--- config.mk ---
export PLATFORM = sky130hd
export DESIGN_NAME = pipe_ctrl
export DESIGN_NICKNAME = d
export VERILOG_FILES = /design/src/rtl/pipe_ctrl.sv
export SDC_FILE = /design/constraint.sdc
export NUM_CORES = 1
export LEC_CHECK = 0
export ABC_AREA = 1
export BUFFER_PORTS_ARGS = -buffer_cell sky130_fd_sc_hd__buf_4
export CELL_PAD_IN_SITES_DETAIL_PLACEMENT = 1
export CELL_PAD_IN_SITES_GLOBAL_PLACEMENT = 2
export CORE_MARGIN = 2
export CORE_UTILIZATION = 16
export CTS_CLUSTER_DIAMETER = 60
export DETAILED_ROUTE_END_ITERATION = 8
export GPL_TIMING_DRIVEN = 0
export PLACE_DENSITY = 0.88
export SETUP_SLACK_MARGIN = 0.2
export SYNTH_ARGS = -nofsm -noshare
export SYNTH_HDL_FRONTEND = slang
export SYNTH_SLANG_ARGS = --single-unit
--- constraint.sdc ---
create_clock -name clk -period 1.5 [get_ports clk]
set_clock_uncertainty 0.05 [all_clocks]
set_input_delay 0.075 -clock clk [delete_from_list [all_inputs] [get_ports clk]]
set_output_delay 0.075 -clock clk [all_outputs]
set_load 0.005 [all_outputs]
--- src/rtl/pipe_ctrl.sv ---
// rtl/pipe_ctrl.sv - pipeline stall/flush sequencer with multi-cycle-op countdown FSM
// Optional PIPE_CTRL_STATS_EN adds saturating stall_cycles / flush_count outputs.
module pipe_ctrl #(
  parameter int MC_CNT_W = 6,
  parameter int ADDR_W   = 32
) (
  input  logic                clk,
  input  logic                rst,
  input  logic                stallreq_id,
  input  logic                ex_mc_start,
  input  logic [MC_CNT_W-1:0] ex_mc_cycles,
  input  logic                flush_req,
  input  logic [ADDR_W-1:0]   flush_pc,
  output logic [5:0]          stall,
  output logic                flush,
  output logic [ADDR_W-1:0]   new_pc,
  output logic                mc_busy,
`ifdef PIPE_CTRL_STATS_EN
  output logic [31:0]         stall_cycles,
  output logic [31:0]         flush_count,
`endif
  output logic                mc_done
);

  localparam logic [5:0] STALL_ID   = 6'b000111;
  localparam logic [5:0] STALL_EX   = 6'b001111;
  localparam logic [5:0] STALL_NONE = 6'b000000;

  typedef enum logic {IDLE, MC_BUSY} state_t;

  state_t              state, state_n;
  logic [MC_CNT_W-1:0] cnt, cnt_n;

  always_ff @(posedge clk) begin
    if (rst) begin
      state <= IDLE;
      cnt   <= '0;
    end else begin
      state <= state_n;
      cnt   <= cnt_n;
    end
  end

  always_comb begin
    state_n = state;
    cnt_n   = cnt;
    stall   = STALL_NONE;
    flush   = 1'b0;
    new_pc  = '0;
    mc_done = 1'b0;
    if (rst) begin
      state_n = IDLE;
      cnt_n   = '0;
    end else if (flush_req) begin
      // Flush wins over everything and silently aborts any in-flight op.
      flush   = 1'b1;
      new_pc  = flush_pc;
      state_n = IDLE;
      cnt_n   = '0;
    end else begin
      unique case (state)
        IDLE: begin
          if (ex_mc_start && ex_mc_cycles != '0) begin
            stall = STALL_EX;
            if (ex_mc_cycles == MC_CNT_W'(1)) begin
              mc_done = 1'b1;
            end else begin
              cnt_n   = ex_mc_cycles - MC_CNT_W'(1);
              state_n = MC_BUSY;
            end
          end else begin
            stall = stallreq_id ? STALL_ID : STALL_NONE;
          end
        end
        MC_BUSY: begin
          // EX stall is a superset of the ID stall, so stallreq_id is moot here.
          stall = STALL_EX;
          cnt_n = cnt - MC_CNT_W'(1);
          if (cnt == MC_CNT_W'(1)) begin
            mc_done = 1'b1;
            state_n = IDLE;
          end
        end
        default: state_n = IDLE;
      endcase
    end
  end

  assign mc_busy = !rst && (state == MC_BUSY);

`ifdef PIPE_CTRL_STATS_EN
  always_ff @(posedge clk) begin
    if (rst) begin
      stall_cycles <= '0;
      flush_count  <= '0;
    end else begin
      if (stall != STALL_NONE && stall_cycles != 32'hFFFF_FFFF)
        stall_cycles <= stall_cycles + 32'd1;
      if (flush && flush_count != 32'hFFFF_FFFF)
        flush_count <= flush_count + 32'd1;
    end
  end
`endif

endmodule
* Word level (Yosys, flattened, before mapping)
Cells that the tools add are included.
** Word-level totals
- Register bits after elaboration :: 7
- Bits of input ports :: 43
- Output and inout bits :: 41
- Logic and storage cells :: 37
** Operators by class
- $add $sub $neg :: 2
- Eq/ne operators :: 4
- Muxes and demuxes :: 22
- Bitwise operators :: 1
- Reductions and logical operators :: 6
** Operators with widths (number)
- two-way mux 32 bit :: 2
- two-way mux 6 bit :: 4
- case mux 6 bit (2 select lines) :: 2
- == test 6 x 1 -> 1 bit (second input constant) :: 2
- subtractor 6 x 1 -> 6 bit (second input constant) :: 2
- two-way mux 1 bit :: 10
- nonzero test 6 bit :: 1
- two-way mux 4 bit :: 1
- != test 2 bit (second input constant) :: 2
- case mux 1 bit (2 select lines) :: 2
- two-way mux 3 bit :: 1
- logical AND 1 bit :: 2
- AND reduction 2 bit :: 1
- OR reduction 2 bit :: 1
- zero test 1 bit :: 1
- inverter 1 bit :: 1

* Depth between registers and ports, before layout
- Word-level depth :: 6
- Mapped depth :: 11
- Gate-level depth less buffers :: 11

* Worst setup path after synthesis
No wires, ideal clock.
- Path kind :: register to register
- From :: reg cnt[0]
- To :: reg cnt[4]
- Setup time :: 113 ps
- Arrival time :: 1066 ps
- Data required time :: 1337 ps
- Slack :: 271 ps
- Cell stages (with the launch flop) :: 12
- Buffers on the path :: 0
- Period minus slack after synthesis :: 1229 ps
- Path through :: dfxtp_1 inv_1 ha_1 inv_1 nor2_1 nand2_1 nand2_1 nand2_1 nand2_1 nand2_1 nand2_1 nor2_1
** On the way
- Longest elaborated chain between the ends :: 2
** Ends and longest elaborated chain
- start, declared :: RTL line 32 : logic [MC_CNT_W-1:0] cnt, cnt_n;
- start signal, assigned :: RTL line 40 : cnt <= cnt_n;
- subtractor 6 x 1 -> 6 bit :: RTL line 78 : cnt_n = cnt - MC_CNT_W'(1);
- case mux 6 bit (2 select lines) :: RTL line 61 : unique case (state)
Every way passes these cells.
A chain may end at the register's enable or synchronous reset.

* Final worst setup path
- From :: reg cnt[1]
- To :: out mc_done
** On the way
- Longest elaborated chain between the ends :: 5
** Ends and longest elaborated chain
- == test 6 x 1 -> 1 bit :: RTL line 79 : if (cnt == MC_CNT_W'(1)) begin
- two-way mux 1 bit :: RTL line 79
- case mux 1 bit (2 select lines) :: RTL line 61
- two-way mux 1 bit :: RTL line 54 : end else if (flush_req) begin
- two-way mux 1 bit :: RTL line 51 : if (rst) begin
- end, declared :: RTL line 22 : output logic mc_done
Every way passes these cells.

==> reports/summary.txt <==
crit path cell chain: inv_2 > ha_4 > nand3_2 > o21ai_2 > nand2_1 > nor2_1 > buf_4
initial DRC count: 23
sequential area share after synthesis: 0.144
largest family of logic cells by synthesized area: simple AND/OR/NAND/NOR gates
crit share post-route: 0.902
aggregate global routing overflow: 0
clock root cell: clkbuf_8
Critical Path RT: 1370 ps
Worst EP arrival: 1230 ps
total wire length: 3970 µm
H-tree depth: 1
clk_lat worst skew: 230 ps
clock sinks: 7
via count: 1,450
final HPWL from detailed placement: 3080 µm
Setup WS pre-CTS: -18.1 ps
final slew viol count: 0
hold_ws: 153 ps
Synth Area in Simple Gates: 0.588
Die Height: 81.9 µm
number of synthesized register bits: 7
routed wire length per instance: 11.3 µm
Post-Layout Inst Area: 0.00192 mm²
most frequent cells in the layout: 89 x buf_4, 57 x nand2_1, 50 x nor2_1
Pleak: 0.998 nW
clk buf depth: 2
final core occ: 0.326
total CTS buffers: 3
Post-CTS Hold Buffers: 0
post-synthesis adder-cell area fraction: 0.0515
Peak Freq: 739 MHz
Yosys warnings: 0
commonest non-fill, non-tap cell in the layout: buf_4
post-DR vias/cell: 4.12
Worst Path Max Fanout: 2
Detailed Routing Iterations Pass 1: 4
RSZ-0062 raised after global routing: yes
Final setup violation count: 0
Syn-to-layout area delta: 97.6%
synthesized netlist cell count: 183
Clock transition at path regs: 40 ps
antenna violations before repair: 0
IO buf count: 79
placed cell areas: 0.00166 mm²
non-filler instance count after layout: 352
FF-to-FF Start: cnt[1]
end of the worst register-to-register path: cnt[4]
final hold violation count: 0
CTS tree: yes
vias in the first global route: 1,428
worst setup margin: 147 ps
row cnt: 28
Core Area: 0.00589 mm²
max_cap viols: 0
slowest cell on the critical path: dfxtp_2
Fillers: 766
Netlist cell types: 26
placed cell count: 338
Routed Antenna Nets: 0
# nets final: 325
Syn Std Cell Area: 971 µm²
Max VDD drop: 0.000534 V
fin crit period: 1350 ps
hold crit path type: in2reg
post-layout power: 0.923 mW
CP Class: reg2out
endpoint class of the critical path: output port
Initial Util: 0.165
mux contribution to synthesized area: 0.0103
largest net degree at the start of global routing: 11
status: complete, no violations
gpl congestion: 0.736
CP peak stage delay: 320 ps
Worst Setup SP: cnt[1]
crit path launch type: flip-flop
Synth Area in Compound Gates: 0.0619
drt drc: 0
num ports: 84
Die X: 81.9 µm
Worst Setup EP: mc_done
first-pass GRT wire length: 6040 µm
final setup TNS: 0 ps
GRT Util Overall: 0.113
post-synthesis xor/xnor area fraction: 0.00902
Syn Area/Cell: 5.31 µm²
Ant. Diodes: 0
Worst R2R Path Depth: 12
PD cells: 481 mW/mm²
share of layout cells above drive strength 1: 0.473
Reg2Reg Setup Slack: 160 ps
die area: 0.00671 mm²
-- state kept, by name (all words and copies together) (netlist names) --
| register | count |
|---|---|
| cnt | 6 |
| state | 1 |
-- power by group --
| group | internal (mW) | switching (mW) |
|---|---|---|
| combinational | 0.235 | 0.207 |
| clock | 0.185 | 0.0885 |
| sequential | 0.197 | 0.0114 |
| total | 0.617 | 0.306 |
-- cell type report --
cell class	count	area, µm²	area share
plain buffers	13	87.6	0.0457
clock buffers	4	45.0	0.0235
inverters	13	58.8	0.0307
multi-input cells	151	810	0.422
flip-flops and latches	7	148	0.0770
well taps	75	93.8	0.0489
repair buffers	89	676	0.352
-- how the worst min path moves through the flow --
stage          slack (ps)  depth (start not counted)       startpoint          to
4_1_cts               160                          4  ex_mc_cycles[0]      cnt[0]
3_5_place_dp          400                          4  ex_mc_cycles[0]      cnt[0]
3_3_place_gp          400                          4     flush_pc[22]  new_pc[22]
2_1_floorplan         170                          2     flush_pc[27]  new_pc[27]
5_1_grt               190                          4  ex_mc_cycles[0]      cnt[0]
6_report              150                          4  ex_mc_cycles[0]      cnt[0]
-- per-layer routing --
metal | wire length [µm] | vias up | track usage
li1 | - | 743 | -
met1 | 1570 | 638 | 0.123
met2 | 1990 | 66 | 0.214
met3 | 408 | 3 | 0.0440
met4 | 8 | 0 | 0.0100
met5 | 0 | - | 0
-- cells by family after synthesis --
| kind of cell | after synthesis |
|---|---|
| compound gates | 10 |
| xor+xnor | 1 |
| fa+ha+maj | 4 |
| buf+inv | 26 |
| flops | 7 |
| mux | 1 |
| other cells | 1 |
| simple gates | 133 |
-- critical path, delay by kind of cell, from the launching register on --
family,cells,cell delay [ps]
buf+inv,2,190
simple gates,3,230
compound gates,1,140
fa+ha+maj,1,120
flops,1,320
-- synth_stat cells --
| cell type | number | area share |
|---|---|---|
| nand2_1 | 59 | 0.23 |
| inv_1 | 11 | 0.043 |
| conb_1 | 1 | 0.0039 |
| nand3_2 | 2 | 0.021 |
| ha_1 | 4 | 0.052 |
| clkbuf_8 | 1 | 0.014 |
| o21bai_2 | 1 | 0.012 |
| nand2_4 | 3 | 0.035 |
| nand2_2 | 1 | 0.0064 |
| inv_2 | 2 | 0.0077 |
| buf_4 | 4 | 0.031 |
| o22ai_1 | 1 | 0.0064 |
| clkbuf_1 | 4 | 0.015 |
| xor2_1 | 1 | 0.0090 |
| nand3b_1 | 1 | 0.0077 |
| a21oi_1 | 4 | 0.021 |
| buf_2 | 4 | 0.021 |
| nor2_2 | 2 | 0.013 |
| dfxtp_1 | 7 | 0.14 |
| nand4_1 | 2 | 0.013 |
| nor2_1 | 52 | 0.20 |
| nand3_1 | 10 | 0.052 |
| nor2_4 | 1 | 0.012 |
| mux2i_1 | 1 | 0.010 |
| o21ai_0 | 3 | 0.015 |
| a21boi_0 | 1 | 0.0077 |
-- what timing repair did --
action	CTS	global route
pin swaps	2	9
buffers inserted	6	4
endpoints found under the setup margin	7	8
gates resized for setup	19	20
Power figures use the tool's default switching activity.
